File: src/rtl/silife_max7219_pkg.sv
// Shared constants and types for the MAX7219 display sequencer.
// Register addresses, the init word list and the FSM encodings.
package silife_max7219_pkg;

  localparam logic [3:0] REG_DIGIT0    = 4'h1;
  localparam logic [3:0] REG_DECODE    = 4'h9;
  localparam logic [3:0] REG_INTENSITY = 4'hA;
  localparam logic [3:0] REG_SCANLIMIT = 4'hB;
  localparam logic [3:0] REG_SHUTDOWN  = 4'hC;
  localparam logic [3:0] REG_TEST      = 4'hF;

  localparam int INIT_LEN = 5;

  typedef enum logic [3:0] {
    ST_IDLE,
    ST_LOAD_ROW,
    ST_CS_LOW,
    ST_START,
    ST_WAIT_HI,
    ST_WAIT_LO,
    ST_NEXT_WORD,
    ST_CS_HIGH,
    ST_GAP
  } state_t;

  // Word source for the group in progress.
  typedef enum logic [1:0] {
    MODE_INIT,
    MODE_INTEN,
    MODE_ROW
  } mode_t;

  // Init list in send order; entry 3 carries the intensity sampled at group start.
  function automatic logic [15:0] init_word(input logic [2:0] idx, input logic [3:0] inten);
    logic [15:0] w;
    case (idx)
      3'd0:    w = {4'h0, REG_SHUTDOWN,  8'h01};
      3'd1:    w = {4'h0, REG_DECODE,    8'h00};
      3'd2:    w = {4'h0, REG_SCANLIMIT, 8'h07};
      3'd3:    w = {4'h0, REG_INTENSITY, 4'h0, inten};
      default: w = {4'h0, REG_TEST,      8'h00};
    endcase
    return w;
  endfunction

endpackage

File: src/rtl/silife_max7219.sv
// MAX7219 chain sequencer: init once after reset, then one CS-framed group per row
// on each refresh, feeding a 16-bit SPI master through its start/busy handshake.
module silife_max7219
  import silife_max7219_pkg::*;
#(
  parameter int CHIPS = 2
) (
  input  logic               clk,
  input  logic               reset,
  input  logic               i_refresh,
  input  logic [3:0]         i_intensity,
  output logic [2:0]         o_frame_addr,
  input  logic [8*CHIPS-1:0] i_frame_data,
  output logic [15:0]        o_spi_word,
  output logic               o_spi_start,
  input  logic               i_spi_busy,
  output logic               o_cs,
  output logic               o_busy
);

  state_t      state;
  mode_t       mode;
  logic [2:0]  item;
  logic [2:0]  chip;
  logic [63:0] row_reg;
  logic [3:0]  group_int;
  logic [3:0]  last_int;
  logic        last_int_valid;
  logic        pending;

  logic        pending_now;
  logic        need_int;
  logic [3:0]  row_num;
  logic [15:0] word_sel;

  always_comb begin
    pending_now = pending | i_refresh;
    need_int    = !last_int_valid || (i_intensity != last_int);
    row_num     = {1'b0, item} + REG_DIGIT0;
    word_sel    = 16'h0000;
    case (mode)
      MODE_INIT:  word_sel = init_word(item, group_int);
      MODE_INTEN: word_sel = {4'h0, REG_INTENSITY, 4'h0, group_int};
      MODE_ROW:   word_sel = {4'h0, row_num, row_reg[{chip, 3'b000} +: 8]};
      default:    word_sel = 16'h0000;
    endcase
  end

  always_ff @(posedge clk) begin
    if (reset) begin
      state          <= ST_CS_LOW;
      mode           <= MODE_INIT;
      item           <= 3'd0;
      chip           <= 3'd0;
      row_reg        <= 64'h0;
      group_int      <= 4'h0;
      last_int       <= 4'h0;
      last_int_valid <= 1'b0;
      pending        <= 1'b0;
      o_frame_addr   <= 3'd0;
      o_spi_word     <= 16'h0000;
      o_spi_start    <= 1'b0;
      o_cs           <= 1'b1;
      o_busy         <= 1'b1;
    end else begin
      if (i_refresh && state != ST_IDLE) pending <= 1'b1;

      case (state)
        ST_IDLE: begin
          if (i_refresh) begin
            o_busy <= 1'b1;
            if (need_int) begin
              mode  <= MODE_INTEN;
              state <= ST_CS_LOW;
            end else begin
              mode         <= MODE_ROW;
              item         <= 3'd0;
              o_frame_addr <= 3'd0;
              state        <= ST_LOAD_ROW;
            end
          end
        end

        ST_LOAD_ROW: state <= ST_CS_LOW;

        // Row data for the current address is valid here; snapshot it for the group.
        ST_CS_LOW: begin
          o_cs      <= 1'b0;
          chip      <= 3'(CHIPS - 1);
          group_int <= i_intensity;
          if (mode == MODE_ROW) row_reg <= 64'(i_frame_data);
          state     <= ST_START;
        end

        ST_START: begin
          o_spi_start <= 1'b1;
          o_spi_word  <= word_sel;
          state       <= ST_WAIT_HI;
        end

        ST_WAIT_HI: begin
          o_spi_start <= 1'b0;
          if (i_spi_busy) state <= ST_WAIT_LO;
        end

        // Raise LOAD as soon as the last word's busy drops, so SCK is already idle.
        ST_WAIT_LO: begin
          if (!i_spi_busy) begin
            if (chip == 3'd0) o_cs <= 1'b1;
            state <= ST_NEXT_WORD;
          end
        end

        ST_NEXT_WORD: begin
          if (chip == 3'd0) begin
            state <= ST_CS_HIGH;
          end else begin
            chip  <= chip - 3'd1;
            state <= ST_START;
          end
        end

        ST_CS_HIGH: begin
          state <= ST_GAP;
          if (mode == MODE_INIT && item == 3'd3) begin
            last_int       <= group_int;
            last_int_valid <= 1'b1;
          end
          if ((mode == MODE_INIT && item != 3'(INIT_LEN - 1)) ||
              (mode == MODE_ROW && item != 3'd7)) begin
            item         <= item + 3'd1;
            o_frame_addr <= item + 3'd1;
          end else if (mode == MODE_INTEN) begin
            last_int       <= group_int;
            last_int_valid <= 1'b1;
            mode           <= MODE_ROW;
            item           <= 3'd0;
            o_frame_addr   <= 3'd0;
          end else if (pending_now) begin
            // Back-to-back frame: no IDLE cycle, busy stays high.
            pending <= 1'b0;
            if (need_int) begin
              mode <= MODE_INTEN;
            end else begin
              mode         <= MODE_ROW;
              item         <= 3'd0;
              o_frame_addr <= 3'd0;
            end
          end else begin
            o_busy <= 1'b0;
            state  <= ST_IDLE;
          end
        end

        ST_GAP: state <= ST_CS_LOW;

        default: state <= ST_IDLE;
      endcase
    end
  end

endmodule

File: config.mk
export PLATFORM = sky130hd
export DESIGN_NAME = silife_max7219
export DESIGN_NICKNAME = d
export VERILOG_FILES = /design/src/rtl/silife_max7219_pkg.sv /design/src/rtl/silife_max7219.sv
export SDC_FILE = /design/constraint.sdc
export NUM_CORES = 1
export LEC_CHECK = 0
export ABC_AREA = 1
export CELL_PAD_IN_SITES_DETAIL_PLACEMENT = 1
export CELL_PAD_IN_SITES_GLOBAL_PLACEMENT = 2
export CORE_ASPECT_RATIO = 2
export CORE_UTILIZATION = 31
export CTS_CLUSTER_DIAMETER = 150
export DETAILED_ROUTE_END_ITERATION = 10
export PLACE_DENSITY_LB_ADDON = 0.1
export RECOVER_POWER = 50
export SYNTH_ARGS = -nofsm -noshare
export SYNTH_HDL_FRONTEND = slang
export SYNTH_SLANG_ARGS = --single-unit
File: constraint.sdc
create_clock -name clk -period 4.4 [get_ports clk]
set_clock_uncertainty 0.1 [all_clocks]
set_input_delay 0.44 -clock clk [delete_from_list [all_inputs] [get_ports clk]]
set_output_delay 0.44 -clock clk [all_outputs]
set_load 0.02 [all_outputs]
==> summary.txt <==
Pwr
  • Switching portion of total power: 41.0%
  • Power, Total: 1.92 mW
  • Static leakage: 1.36 nW
  • Max IR drop VDD: 0.237 mV
  • Power Dens Cells: 583 mW/mm^2
  • Seq pwr share: 37.5%
  • Combinational Power Share: 38.2%
  • Net switching power: 0.787 mW
  • Clock share of power: 24.3%
  • Internal power: 1.13 mW

Critical path
  • R2r setup slk: 2230 ps
  • Worst r2r dst: o_spi_word[6]
  • Reg2reg start: state[2]
  • Buffer and inverter count on the worst path: 0
  • Crit Path Max Fanout: 17
  • Startpoint types: register
  • CP Data Arrival Time: 2300 ps
  • Crit. End Element: register
  • Worst path top cell family by delay: simple AND/OR/NAND/NOR gates
  • Critical Path Slowest Stage Cell: nor4_1
  • Critical path type: reg2reg
  • CP Cell Sequence: nor2_1 -> nand2_1 -> nor4_1 -> nand2_1 -> a21oi_1
  • CP max stage delay: 670 ps
  • CP most frequent cell: nand2_1
  • CP required: 4530 ps
  • R2R depth: 5

Synth
  • Synth Register Bits: 56
  • Seq/Total Area, Yosys: 41.9%
  • Synth cell count leaders: nand2_1, dfxtp_1, a21oi_1, inv_1, o21ai_0
  • Async set-reset flop share out of synthesis: 0%
  • Mapped Cells: 384
  • Yosys cell types: 27
  • Post-synth EDFFs: 0
  • Synth area leader: dfxtp_1
  • Most frequent cell after synthesis: nand2_1
  • Post-synth top flop: dfxtp_1
  • Cell area after synthesis: 0.00268 mm^2
  • YS warnings: 0
  • Syn avg cell area: 6.97 um^2
  • Largest cells by area after synthesis: dfxtp_1, nand2_1, a21oi_1
  • Synth top area share: 41.9%

Drt
  • Initial DRC Count: 61
  • Via count: 2525
  • Remaining DRCs: 0
  • Drt pass-1 iters: 4
  • DR vias/cell: 4.87
  • Post-DRT Antenna Nets: 0
  • DRT Wirelength: 7450 um
  • WL per Instance: 14.4 um

Placement
  • Placed Cells: 510
  • Detail Placement HPWL: 5680 um
  • # port buffers: 41
  • GP Congestion: 0.762

Clocking
  • Maximum clock path buffer count: 2
  • CTS Buf Count: 5
  • Setup repair bufs after CTS: 0
  • Clock transition at the registers of the reported paths: 80 ps
  • # hold bufs at CTS: 0
  • Clock Latency Late Sink: 300 ps
  • Htree depth: 2
  • Root Buffer: clkbuf_16
  • Cts repair resizes: 0
  • TritonCTS clock tree: yes
  • Sink Count: 56

Floorplanning
  • Die H: 133 um
  • IO Pins: 46
  • Core area: 0.00829 mm^2
  • Die Area: 0.00903 mm^2
  • Initial Utilization: 32.3%
  • Die Wd: 67.7 um
  • Num rows: 47

Job
  • Max_cap viols: 0

Timing
  • Tmin final: 2170 ps
  • Final Hold Vio Count: 0
  • Worst Max-Slew Pin Slew: 696 ps
  • Final setup fails: 0
  • Final slew viol count: 0
  • Slew headroom: 53.5%
  • Fin Setup TNS: 0 ps
  • Part of the cycle the worst path needs: 49.3%
  • RSZ-0062 raised after global routing: no
  • Fmax achieved: 461 MHz

Finish
  • # nets final: 451
  • Fin util: 39.7%
  • Largest register FFs: 16
  • Syn-to-layout area delta: 23.2%
  • Number of fill cells: 1059
  • # diodes: 0
  • Layout cells sized above 1: 5.24%
  • Layout Cells excl Fill: 518

Global routing
  • Vias in the first global route: 2564
  • Global Route Usage Sum: 18.1%
  • Pin count of the biggest net entering global routing: 35
  • GRT Residual Overflow: 0
  • Initial antenna violation count: 0
  • First-pass GRT wire length: 12100 um

Worst hold path
  • Hold path depth: 2
  • Hold Path Sink: row_reg[6]
  • Hold Path Origin: row_reg[6]
  • Hold Path Class: reg2reg

Outcome
  • Status: finished clean
==> power by group through the flow <==
stage                     Sequential [mW]  Clock (mW)  Combinational (mW)
final                               0.721       0.467               0.733
after global routing                0.742       0.501               0.843
after CTS                           0.726       0.486               0.773
after detailed placement            0.735           0               0.768
after global placement              0.732           0               0.752
after floorplan                     0.739           0               0.514
==> cell usage in the layout, fill, tap and decap left out, types with 2 or more instances in the layout <==
cell / n
inv_1: 42
nor3_1: 4
clkinv_4: 2
o211ai_1: 5
nor2_1: 26
conb_1: 4
nand4_1: 3
nand3_1: 17
ha_1: 8
a21oi_1: 51
dlygate4sd3_1: 18
clkbuf_16: 5
nand2_1: 98
nor2_2: 4
o21ai_1: 2
inv_2: 3
clkdlybuf4s50_1: 23
o21ai_0: 37
dfxtp_1: 56
nand2_2: 3
==> worst register-to-register path: stages (launching register included) <==
cell	delay (ps)
dfxtp_1	330
nor2_1	240
nand2_1	480
nor4_1	670
nand2_1	120
a21oi_1	160
==> cells by family (layout without fill, tap and decap cells) <==
kind of cell | Yosys count | in the layout | synth area share [%]
xor+xnor | 1 | 1 | 0.327
buf+inv | 63 | 96 | 9.96
flops | 56 | 56 | 41.9
other cells | 1 | 4 | 0.140
simple gates | 158 | 158 | 25.1
fa+ha+maj | 8 | 8 | 3.74
compound gates | 97 | 97 | 18.8
==> metrics by stage <==
stage	cell area (um^2)	setup slack, ps	hold WS [ps]
2_1_floorplan	2690	2490	324
3_3_place_gp	3130	2200	336
3_5_place_dp	3130	2130	350
4_1_cts	3310	2270	361
5_1_grt	3300	2000	384
6_report	3300	2230	356
==> metal layers <==
layer  GRT usage (%)  share of wire [%]  vias up
li1                -                  -     1300
met1            19.6                 40     1191
met2            33.4                 57       28
met3            2.57                1.6        6
met4            6.38                1.6        0
met5               0                  0        -
==> worst max-delay path by stage <==
stage | start | endpoint | depth (start not counted)
3_5_place_dp | reset | row_reg[0] | 5
4_1_cts | chip[0] | chip[2] | 7
3_3_place_gp | reset | pending | 5
2_1_floorplan | chip[0] | chip[1] | 9
5_1_grt | state[2] | o_spi_word[6] | 5
6_report | state[2] | o_spi_word[6] | 5
==> final cells by class <==
type	instances	area, um^2	area share, %
Tap cell	98	123	3.72
Timing Repair Buffer	42	418	12.7
Inverter	46	174	5.28
Sequential cell	56	1120	34.0
Multi-Input combinational cell	268	1290	39.1
Clock inverter	3	47.5	1.44
Clock buffer	5	125	3.80
(Power assumes the default switching activity.)
